File: src/rtl/eth_pkg.sv
// Shared types and constants for the Ethernet transmit sequencer.
package eth_pkg;

  typedef enum logic [2:0] {
    IDLE,
    PREAMBLE,
    SFD,
    DATA,
    PAD,
    FCS,
    IFG
  } eth_state_e;

  localparam logic [7:0]  PREAMBLE_BYTE = 8'h55;
  localparam logic [7:0]  SFD_BYTE      = 8'hD5;
  localparam logic [31:0] CRC_POLY      = 32'hEDB88320;
  localparam logic [31:0] CRC_INIT      = 32'hFFFFFFFF;
  localparam int          PREAMBLE_LEN  = 7;
  localparam int          CNT_W         = 11;

  // FCS byte idx (0 = first on the wire) of the inverted CRC register.
  function automatic logic [7:0] fcs_byte(input logic [31:0] crc, input logic [1:0] idx);
    logic [31:0] fcs;
    logic [7:0]  res;
    fcs = ~crc;
    case (idx)
      2'd0:    res = fcs[7:0];
      2'd1:    res = fcs[15:8];
      2'd2:    res = fcs[23:16];
      default: res = fcs[31:24];
    endcase
    return res;
  endfunction

endpackage

File: src/rtl/eth_crc32.sv
// Combinational byte-wise CRC-32 step (reflected polynomial, LSB first).
module eth_crc32
  import eth_pkg::*;
(
  input  logic [31:0] crc_i,
  input  logic [7:0]  data_i,
  output logic [31:0] crc_o
);

  // Fold the byte into the low bits, then run eight reflected shift steps.
  always_comb begin
    logic [31:0] c;
    c = crc_i ^ {24'h000000, data_i};
    for (int i = 0; i < 8; i++) begin
      c = c[0] ? ((c >> 1) ^ CRC_POLY) : (c >> 1);
    end
    crc_o = c;
  end

endmodule

File: src/rtl/eth_tx_sequencer.sv
// Transmit sequencer: wraps an upper-layer byte stream with preamble, SFD,
// zero padding and CRC-32 FCS, then enforces the inter-frame gap.
//
// Handshake: a payload byte moves when in_txen=1 and out_txready=1 in the same
// cycle; out_txready depends only on the current state (high only in DATA), so
// the upper layer never sees it react to in_txen within a cycle.
//
// The state register names the byte the next edge will put on the MII lane, so
// the visible bytes lag the state by one cycle: IDLE launches preamble byte 1,
// PREAMBLE launches bytes 2..7, SFD launches 0xD5, and DATA is the cycle in
// which 0xD5 is on the wire and the first payload byte is accepted.
module eth_tx_sequencer
  import eth_pkg::*;
#(
  parameter int MIN_PAYLOAD = 60,
  parameter int MAX_PAYLOAD = 1514,
  parameter int IFG_BYTES   = 12
) (
  input  logic       clk,
  input  logic       rst,
  input  logic       in_txen,
  input  logic [7:0] in_txd,
  input  logic       in_txlast,
  output logic       out_txready,
  output logic       out_txen,
  output logic [7:0] out_txd,
  output logic       out_txer,
  output logic       out_busy,
  output eth_state_e out_dbg_state
);

  localparam logic [CNT_W-1:0] MAX_CNT  = CNT_W'(MAX_PAYLOAD);
  localparam logic [CNT_W-1:0] IFG_LAST = CNT_W'(IFG_BYTES - 1);
  localparam logic [CNT_W-1:0] PRE_LAST = CNT_W'(PREAMBLE_LEN - 1);
  // Both sides shifted by one so a zero minimum never produces a compare with 0.
  localparam logic [CNT_W:0]   MIN_P1   = (CNT_W + 1)'(MIN_PAYLOAD + 1);

  eth_state_e       state_q;
  logic [CNT_W-1:0] cnt_q;
  logic [31:0]      crc_q;
  logic [31:0]      crc_d;
  logic             txen_q;
  logic [7:0]       txd_q;
  logic             txer_q;

  logic [CNT_W-1:0] cnt_inc;
  logic             short_frame;
  logic [7:0]       crc_data;

  // Saturating byte count and the "still below minimum length" test after this byte.
  always_comb begin
    cnt_inc     = (cnt_q == {CNT_W{1'b1}}) ? cnt_q : cnt_q + 1'b1;
    short_frame = ({1'b0, cnt_inc} + 1'b1) < MIN_P1;
    crc_data    = (state_q == PAD) ? 8'h00 : in_txd;
  end

  eth_crc32 u_crc (
    .crc_i  (crc_q),
    .data_i (crc_data),
    .crc_o  (crc_d)
  );

  // Frame sequencing FSM with registered MII outputs.
  always_ff @(posedge clk) begin
    if (rst) begin
      state_q <= IDLE;
      cnt_q   <= '0;
      crc_q   <= CRC_INIT;
      txen_q  <= 1'b0;
      txd_q   <= 8'h00;
      txer_q  <= 1'b0;
    end else begin
      txer_q <= 1'b0;
      case (state_q)
        IDLE: begin
          txen_q <= 1'b0;
          txd_q  <= 8'h00;
          if (in_txen) begin
            // Pending byte stays on in_txd until DATA accepts it.
            state_q <= PREAMBLE;
            txen_q  <= 1'b1;
            txd_q   <= PREAMBLE_BYTE;
            cnt_q   <= CNT_W'(1);
            crc_q   <= CRC_INIT;
          end
        end
        PREAMBLE: begin
          txd_q <= PREAMBLE_BYTE;
          if (cnt_q >= PRE_LAST) begin
            state_q <= SFD;
            cnt_q   <= '0;
          end else begin
            cnt_q <= cnt_inc;
          end
        end
        SFD: begin
          txd_q   <= SFD_BYTE;
          state_q <= DATA;
          cnt_q   <= '0;
        end
        DATA: begin
          if (!in_txen || (cnt_q >= MAX_CNT)) begin
            // Underrun or oversize: drop the frame, no FCS, flag the error.
            txen_q  <= 1'b0;
            txd_q   <= 8'h00;
            txer_q  <= 1'b1;
            state_q <= IFG;
            cnt_q   <= '0;
          end else begin
            txd_q <= in_txd;
            crc_q <= crc_d;
            cnt_q <= cnt_inc;
            if (in_txlast) begin
              if (short_frame) begin
                state_q <= PAD;
              end else begin
                state_q <= FCS;
                cnt_q   <= '0;
              end
            end
          end
        end
        PAD: begin
          txd_q <= 8'h00;
          crc_q <= crc_d;
          if (short_frame) begin
            cnt_q <= cnt_inc;
          end else begin
            state_q <= FCS;
            cnt_q   <= '0;
          end
        end
        FCS: begin
          txd_q <= fcs_byte(crc_q, cnt_q[1:0]);
          if (cnt_q[1:0] == 2'd3) begin
            state_q <= IFG;
            cnt_q   <= '0;
          end else begin
            cnt_q <= cnt_inc;
          end
        end
        IFG: begin
          txen_q <= 1'b0;
          txd_q  <= 8'h00;
          if (cnt_q >= IFG_LAST) begin
            state_q <= IDLE;
            cnt_q   <= '0;
          end else begin
            cnt_q <= cnt_inc;
          end
        end
        default: begin
          state_q <= IDLE;
          cnt_q   <= '0;
          txen_q  <= 1'b0;
          txd_q   <= 8'h00;
        end
      endcase
    end
  end

  assign out_txready   = (state_q == DATA);
  assign out_busy      = (state_q != IDLE);
  assign out_txen      = txen_q;
  assign out_txd       = txd_q;
  assign out_txer      = txer_q;
  assign out_dbg_state = state_q;

endmodule

File: config.mk
export PLATFORM = sky130hd
export DESIGN_NAME = eth_tx_sequencer
export DESIGN_NICKNAME = d
export VERILOG_FILES = /design/src/rtl/eth_pkg.sv /design/src/rtl/eth_crc32.sv /design/src/rtl/eth_tx_sequencer.sv
export SDC_FILE = /design/constraint.sdc
export NUM_CORES = 1
export LEC_CHECK = 0
export BUFFER_PORTS_ARGS = -buffer_cell sky130_fd_sc_hd__buf_2
export CORE_UTILIZATION = 61
export DETAILED_ROUTE_END_ITERATION = 8
export PLACE_DENSITY = 0.78
export SYNTH_ARGS = -nofsm -noshare
export SYNTH_HDL_FRONTEND = slang
export SYNTH_SLANG_ARGS = --single-unit
File: constraint.sdc
create_clock -name clk -period 3.6 [get_ports clk]
set_input_delay 0.36 -clock clk [delete_from_list [all_inputs] [get_ports clk]]
set_output_delay 0.36 -clock clk [all_outputs]
set_load 0.01 [all_outputs]
# Yosys cells after proc, flatten, opt, wreduce, memory -nomap -nowiden

Index checks and enable logic that the tools add are counted.
Widths: inputs -> output; s select.

Logic and storage cells: 91
Output and inout port bits: 15
Flip-flop bits (word level): 56
Bits of input ports: 12

Bitwise gates (word level): 12
Reductions and logical operators: 11
Multiplexer cells: 38
Equal/unequal tests: 18
Order comparisons: 4
Add/subtract/negate cells: 2

Operators by type and width:

| cell                  | number |
|---|---|
| $mux 32               | 10 |
| $not 13->14           | 8 |
| $pmux 32 s3           | 1 |
| $mux 11               | 8 |
| $pmux 11 s6           | 1 |
| $pmux 8 s5            | 1 |
| $not 32->32           | 1 |
| $xor 32x8->32         | 1 |
| $pmux 8 s3            | 1 |
| $mux 3                | 7 |
| $pmux 3 s7            | 1 |
| $mux 8                | 2 |
| $add 11x1->12 const B | 1 |
| $lt 12x6->1 const B   | 1 |
| $ne 2x2->1 const B    | 6 |
| $add 11x1->11 const B | 1 |
| $eq 11x11->1 const B  | 1 |
| $ge 11x11->1 const B  | 1 |
| $ge 11x3->1 const B   | 1 |
| $ge 11x4->1 const B   | 1 |
| $eq 3x3->1 const B    | 3 |
| $mux 7                | 1 |
| $eq 3x2->1 const B    | 2 |
| $reduce_and 6->1      | 1 |
| other kinds (17)      | 23 |

# Longest topological paths before layout

Gate-level depths: netlist of run 1.

Word-level depth: 21
Depth in mapped cells: 10
Depth with buffers taken out: 9

# Hierarchy

A second synthesis of run 1 with hierarchy kept.

Cell total of the unflattened synthesis: 474
Area total of the unflattened synthesis: 4036.4 sq um

By module, submodules not included:

| module           | instances | cells each | sequential area each (sq um) | area each (sq um) |
|---|---|---|---|---|
| eth_tx_sequencer | 1         | 412        | 1121.1                       | 3110.5 |
| eth_crc32        | 1         | 62         | 0.0                          | 925.9 |

# Worst setup path before layout of run 1

No wires, ideal clock.

Path kind: register -> register
Start: register cnt_q[1]
End: register cnt_q[2]
Library setup time: 0.128 ns
Clock period less this slack: 2.662 ns
Slack: 0.938 ns
Stages on the path, launching flop included: 11
Arrival time: 2.535 ns
Buffers on the path: 1
Data required time: 3.472 ns
Cell sequence: dfxtp_1 -> ha_1 -> clkbuf_1 -> inv_1 -> ha_1 -> nor4b_1 -> nor3b_1 -> o311ai_4 -> o21ai_4 -> a222oi_1 -> nor2_1

Word-level cells in the longest chain between the ends: 8
Elaborated cells on any way between the ends: 17
Those cells by class: 2 x add/sub; 4 x order compare; 2 x eq/ne; 8 x mux; 1 x reduce/logical

Ends and longest elaborated chain:

| what                                          | RTL line                                         | text |
|---|---|---|
| start, declared                               | eth_tx_sequencer.sv:39                           | `logic [CNT_W-1:0] cnt_q;` |
| start signal, assigned                        | eth_tx_sequencer.sv:93                           | `cnt_q <= cnt_inc;` |
| start signal, assigned                        | eth_tx_sequencer.sv:112                          | `cnt_q <= cnt_inc;` |
| start signal, assigned                        | eth_tx_sequencer.sv:127                          | `cnt_q <= cnt_inc;` |
| $add 11x1->11 or $eq 11x11->1 (tied branches) | eth_tx_sequencer.sv:52                           | `cnt_inc = (cnt_q == {CNT_W{1'b1}}) ? cnt_q : cnt_q + 1'b1;` |
| $mux 11                                       | eth_tx_sequencer.sv:52                           |  |
| $add 11x1->12                                 | eth_tx_sequencer.sv:53                           | `short_frame = ({1'b0, cnt_inc} + 1'b1) < MIN_P1;` |
| $lt 12x6->1                                   | eth_tx_sequencer.sv:53                           |  |
| $mux 11                                       | eth_tx_sequencer.sv:114, eth_tx_sequencer.sv:126 |  |
| $mux 11                                       | eth_tx_sequencer.sv:113                          | `if (in_txlast) begin` |
| $mux 11                                       | eth_tx_sequencer.sv:102                          | `if (!in_txen \|\| (cnt_q >= MAX_CNT)) begin` |
| $pmux 11 s6 *                                 | eth_tx_sequencer.sv:74                           | `case (state_q)` |

Mark *: on every way between the ends. The rest lies on a longest branch, timed or not.
A chain may end at the register's enable or synchronous reset.

# Worst setup path after layout of run 1

Start: register cnt_q[0]
End: register cnt_q[9]

Same word-level chain as after synthesis.

==> results.txt, run 1 <==
most used cell, CP: o21ai_4
Tot Pwr: 3.06 mW
H-Tree Depth: 2
critical path's top delay family: compound AO/OA/AOI/OAI gates
Ys Warns: 0
crit path time final: 2870 ps
number of hold-slack violations in the final timing report: 0
first-pass GRT wire length: 15600 um
initial DRC count: 334
slew margin rel.: 52.9%
starting density of the core: 63.4%
Worst-Margin Slew: 704 ps
DRT met1 WL: 4450 um
period utilisation layout: 79.7%
sequential share of the synthesized area: 29.7%
antenna cells: 0
Die Wd: 80.7 um
vias in the first global route: 2959
Hold Path Depth: 3
Routed Antenna Nets: 0
Synth Flop Type: dfxtp_1
Synth Net Count: 457
Slew Limit Fails: 0
crit path capture type: register
Worst Hold Path EP: out_txd[5]
Final Setup Violations: 0
Root Driver: clkbuf_8
CTS Hold Bufs: 0
largest family of logic cells by synthesized area: compound AO/OA/AOI/OAI gates
run status: completed
R2R Path End: cnt_q[9]
DR WL/cell: 18.3 um
Highest Signal Layer: met4
CTS tree: yes
Reg-to-Reg Start: cnt_q[0]
Post-Syn Instances: 440
Die Y: 80.7 um
async set-reset flop share out of synthesis: 0%
initial antenna violation count: 0
Post-DP Area: 3920 um^2
Register-to-Register Path Depth: 8
full die area: 6510 um^2
Util after Layout: 67.9%
core region area: 5960 um^2
Distinct cells, synth: 64
TNS Setup: 0 ps
syn avg cell area: 8.58 um^2
GPL Wtd Cong: 0.942
grt ovf: 0
clk buf depth: 2
share of cells above drive strength 1: 15.1%
Hold Crit Start: in_txd[5]
Adder-Cell Fraction of Synth Area: 1.66%
Cell Area, Synth: 3780 um^2
post-synthesis mux area share: 0.265%
Num Clock Sinks: 56
worst hold path class: in2reg
post-synthesis simple-gate area fraction: 20.1%
via count: 3396
Final Cell Area: 4040 um^2
Worst Clk Skew: 21.6 ps
gr usage total: 31.5%
Post-synth EDFFs: 0
Max rail drop VDD: 0.463 mV
worst setup path class: reg2reg
DR vias/cell: 6.38
critical path's slowest cell: dfxtp_1
Gates resized, CTS repair: 0
leakage: 1.51 nW
clock latency reported for the late side of the worst-skew pair: 330 ps
CP arrival: 3100 ps
Setup Buffers After CTS: 0
Req. time, crit path: 3840 ps
Ports: 27
wire length on met3: 865 um
Synth Area in XOR/XNOR: 19.0%
largest net degree at the start of global routing: 23
Layout area overhead: 7.02%
Clock transition at path regs: 110 ps
met2 WL: 4230 um
highest clock rate: 349 MHz
WL final: 9740 um
Buf/Inv on CP: 0
Startpoint Class: register
largest stage delay on the critical path: 500 ps
input/output buffers: 26
CP Cell Sequence: ha_1, nand4_1, a211o_1, a2111oi_4, o311ai_4, o21ai_4, o21ai_4, a211oi_2
Power Density: 757 nW/um^2
Row Count: 28
Synth Area in Compound Gates: 24.2%
RSZ-0062 raised after global routing: false
nets: 473
1st-pass router iterations: 5
Synth Register Bits: 56
Final HPWL DP: 7000 um
CTS Buf Count: 5
number of max-cap violations: 0
DRC: 0
Worst R2R Setup Slack: 730 ps
CP Max Fanout: 8
-- power breakdown --
part / switching (mW) / internal [mW]
sequential: 0.139 / 0.726
clock: 0.216 / 0.228
combinational: 0.989 / 0.761
-- Yosys cell counts (5+ instances only) --
master | n | area [um^2]
nand2b_1 | 15 | 93.8
xnor2_1 | 40 | 350
inv_1 | 12 | 45.0
nor2_1 | 27 | 101
buf_6 | 5 | 56.3
o22ai_1 | 18 | 113
dfxtp_1 | 56 | 1120
ha_1 | 5 | 62.6
a2bb2oi_1 | 10 | 87.6
clkbuf_1 | 15 | 56.3
o311ai_0 | 8 | 70.1
nor3_1 | 12 | 60.1
nand2_1 | 51 | 191
a31oi_1 | 8 | 50.1
a211o_1 | 8 | 70.1
nor2b_1 | 9 | 56.3
a21oi_1 | 25 | 125
nand3_1 | 7 | 35.0
o21ai_0 | 16 | 80.1
xor2_1 | 15 | 131
-- layout by cell type, fill, tap and decap left out, types with 3 or more instances in the layout --
| master | count |
|---|---|
| o221a_2 | 3 |
| xnor2_1 | 40 |
| nor2b_1 | 9 |
| inv_1 | 12 |
| nand2b_1 | 15 |
| ha_1 | 5 |
| a21oi_1 | 25 |
| nand2_1 | 51 |
| nor3_1 | 12 |
| o22ai_1 | 18 |
| o311ai_0 | 8 |
| and3_1 | 4 |
| o21ai_1 | 4 |
| nor3b_1 | 3 |
| xnor2_4 | 3 |
| dfxtp_1 | 56 |
| xor2_1 | 15 |
| o21ai_0 | 16 |
| or3_1 | 3 |
| nor2_1 | 27 |
| a31oi_1 | 8 |
| a211o_1 | 8 |
| o221a_1 | 3 |
| clkbuf_8 | 6 |
| a2bb2oi_1 | 10 |
| nand4_1 | 3 |
| buf_4 | 9 |
| xnor2_2 | 4 |
| nand3_1 | 7 |
| buf_2 | 26 |
| and2_1 | 3 |
-- layout make-up --
cell class                 instances  area [um^2]
clock inverter                     2         38.8
multi-input combinational        346         2460
tap                               75         93.8
fill                             487         1910
timing repair buffer              35          198
clock buffer                       6         82.6
sequential                        56         1120
inverter                          12         45.0
-- state kept, by name, summed over array words and instances, names as in the netlist --
register,count
out_txen,1
out_txer,1
out_dbg_state,3
crc_q,32
cnt_q,11
out_txd,8
-- cell families (layout without fill, tap and decap cells) --
| kind of cell | count (synthesis) | after routing |
|---|---|---|
| and+or+nand+nor | 150 | 150 |
| AOI/OAI and AO/OA | 124 | 124 |
| xor gates and xnor gates | 66 | 66 |
| DFF | 56 | 56 |
| buffers and inverters | 38 | 55 |
| adders and majority gates | 5 | 5 |
| muxes | 1 | 1 |
-- worst register-to-register path, stage by stage (launching register included) --
cell	delay, ps
dfxtp_1	500
ha_1	330
nand4_1	260
a211o_1	370
a2111oi_4	430
o311ai_4	240
o21ai_4	330
o21ai_4	110
a211oi_2	210
-- worst max path at each step --
stage | from | to | cells past startpoint
final | cnt_q[0] | cnt_q[9] | 8
after floorplan | cnt_q[1] | cnt_q[2] | 10
after detailed placement | cnt_q[0] | cnt_q[9] | 8
after global placement | out_dbg_state[2] | crc_q[25] | 7
after CTS | cnt_q[0] | cnt_q[9] | 8
after global routing | cnt_q[0] | cnt_q[2] | 8
-- routing by layer --
metal,GRT usage (%),up-vias
met4,9.64,0
met3,5.80,20
met2,46.1,186
met1,46.3,1589
li1,-,1601
met5,0,-
-- metrics by stage --
step / std cells / hold slack (ps) / worst slack (ps)
2_1_floorplan: 440 / 473 / 938
3_3_place_gp: 524 / 485 / 874
3_5_place_dp: 524 / 497 / 839
4_1_cts: 532 / 284 / 787
5_1_grt: 532 / 282 / 573
6_report: 532 / 276 / 731
(Power assumes the default switching activity.)
==> run 2: changes to the inputs <==
Settings changed: CORE_UTILIZATION 61 to 55, PLACE_DENSITY 0.78 to 0.74.
Clock period 3.6 ns to 2.6 ns, I/O delays scaled along.
==> results.txt, run 2 (synthesized netlist as in run 1, its figures left out) <==
run status: complete, but fails checks
failing checks: design-rule violations
most frequent cells in the layout: 56 x dfxtp_1, 51 x nand2_1, 40 x xnor2_1, 28 x buf_4, 27 x nor2_1
clk buf depth: 2
Root Driver: clkbuf_8
Max rail drop VDD: 0.398 mV
Reg-to-Reg Start: cnt_q[7]
crit path time final: 2470 ps
Num Clock Sinks: 56
slew margin rel.: 50.7%
Tot Pwr: 4.32 mW
vias in the first global route: 3245
Top reg by flops: crc_q
Final Setup Violations: 0
GPL Wtd Cong: 0.912
Highest Signal Layer: met4
Final HPWL DP: 7880 um
share of cells above drive strength 1: 19.5%
met2 WL: 4830 um
clock latency reported for the late side of the worst-skew pair: 320 ps
1st-pass router iterations: 9
DRC: 5
full die area: 7200 um^2
Clock transition at path regs: 110 ps
largest stage delay on the critical path: 480 ps
number of max-cap violations: 0
max reg flops: 32
Ports: 27
largest net degree at the start of global routing: 22
first-pass GRT wire length: 17200 um
R2R Path End: out_dbg_state[0]
Layout area overhead: 11.4%
initial DRC count: 371
via count: 3533
H-Tree Depth: 2
Post-DP Area: 4090 um^2
Worst Clk Skew: 12.4 ps
wire length on met3: 1050 um
Final Cell Area: 4210 um^2
DR WL/cell: 19.4 um
nets: 494
commonest non-fill, non-tap cell in the layout: dfxtp_1
CTS tree: yes
leakage: 1.60 nW
WL final: 10800 um
Hold Path Depth: 3
Worst Hold Path EP: out_txd[5]
crit path capture type: register
filler instances: 572
core region area: 6490 um^2
period utilisation layout: 95.0%
Die Wd: 84.9 um
Worst R2R Setup Slack: 130 ps
starting density of the core: 58.2%
grt ovf: 0
CTS Buf Count: 5
Die Y: 84.9 um
CP Cell Sequence: nand4_2, buf_4, o211ai_1, xor2_1, o311ai_4, buf_4, nand4_1, a311oi_1
input/output buffers: 26
worst hold path class: in2reg
hold_ws: 192 ps
Req. time, crit path: 2840 ps
DR vias/cell: 6.37
number of hold-slack violations in the final timing report: 0
most used cell, CP: buf_4
initial antenna violation count: 0
gr usage total: 30.9%
DRT met1 WL: 4650 um
highest clock rate: 405 MHz
worst setup path class: reg2reg
Worst-Margin Slew: 734 ps
Register-to-Register Path Depth: 8
Routed Antenna Nets: 0
CP Max Fanout: 6
Row Count: 29
Power Density: 1030 nW/um^2
Startpoint Class: register
CP arrival: 2710 ps
antenna cells: 0
Slew Limit Fails: 0
critical path's slowest cell: dfxtp_1
Hold Crit Start: in_txd[5]
## run 2: area by class of cell
class                   instances  area, um^2  share of cell area, %
repair buffers                 56         380                   9.04
clock buffers                   5        68.8                   1.63
multi-input cells             346        2470                   58.8
well taps                      77        96.3                   2.29
flip-flops and latches         56        1120                   26.6
inverters                      12        45.0                   1.07
clock inverters                 3        23.8                  0.565
## run 2: through the flow
step / cells / setup TNS (ps) / worst slack [ps] / util [%]
final: 555 / 0 / 130 / 64.8
after global routing: 555 / -15.9 / -9.37 / 64.8
after CTS: 553 / 0 / 39.3 / 64.4
after detailed placement: 545 / 0 / 65.5 / 63.0
after global placement: 545 / 0 / 142 / 63.0
after floorplan: 440 / 0 / 23.2 / -
## run 2: power by group
part	internal [mW]	total [mW]	switching, mW	leakage (nW)
clock network	0.192	0.507	0.315	0.0404
logic	1.18	2.65	1.47	1.10
registers	1.01	1.17	0.161	0.456
total	2.38	4.32	1.95	1.60
## run 2: worst max path at each step
stage	start	end	slack, ps	cells past startpoint
after floorplan	cnt_q[1]	cnt_q[2]	20	10
after global placement	cnt_q[0]	cnt_q[5]	140	9
after detailed placement	cnt_q[1]	cnt_q[5]	70	9
after CTS	cnt_q[1]	cnt_q[9]	40	8
after global routing	cnt_q[0]	cnt_q[9]	-9	8
final	cnt_q[7]	out_dbg_state[0]	130	8
## run 2: critical path: cells and delay by family (launching register included)
family / cells / cell delay [ps]
AO/OA/AOI/OAI: 3 / 1000
XOR/XNOR: 1 / 190
flip-flops: 1 / 480
buffers and inverters: 2 / 410
AND/OR/NAND/NOR: 2 / 310
## run 2: routing by layer
metal | up-vias | global-route usage [%]
met5 | - | 0
met4 | 0 | 10.2
met3 | 26 | 4.18
met2 | 217 | 48.7
met1 | 1642 | 43.9
li1 | 1648 | -
## run 2: repair_timing
action	CTS	global route
resized for setup	0	3
hold buffers	0	0
setup buffers	0	2
setup endpoints to repair	0	12
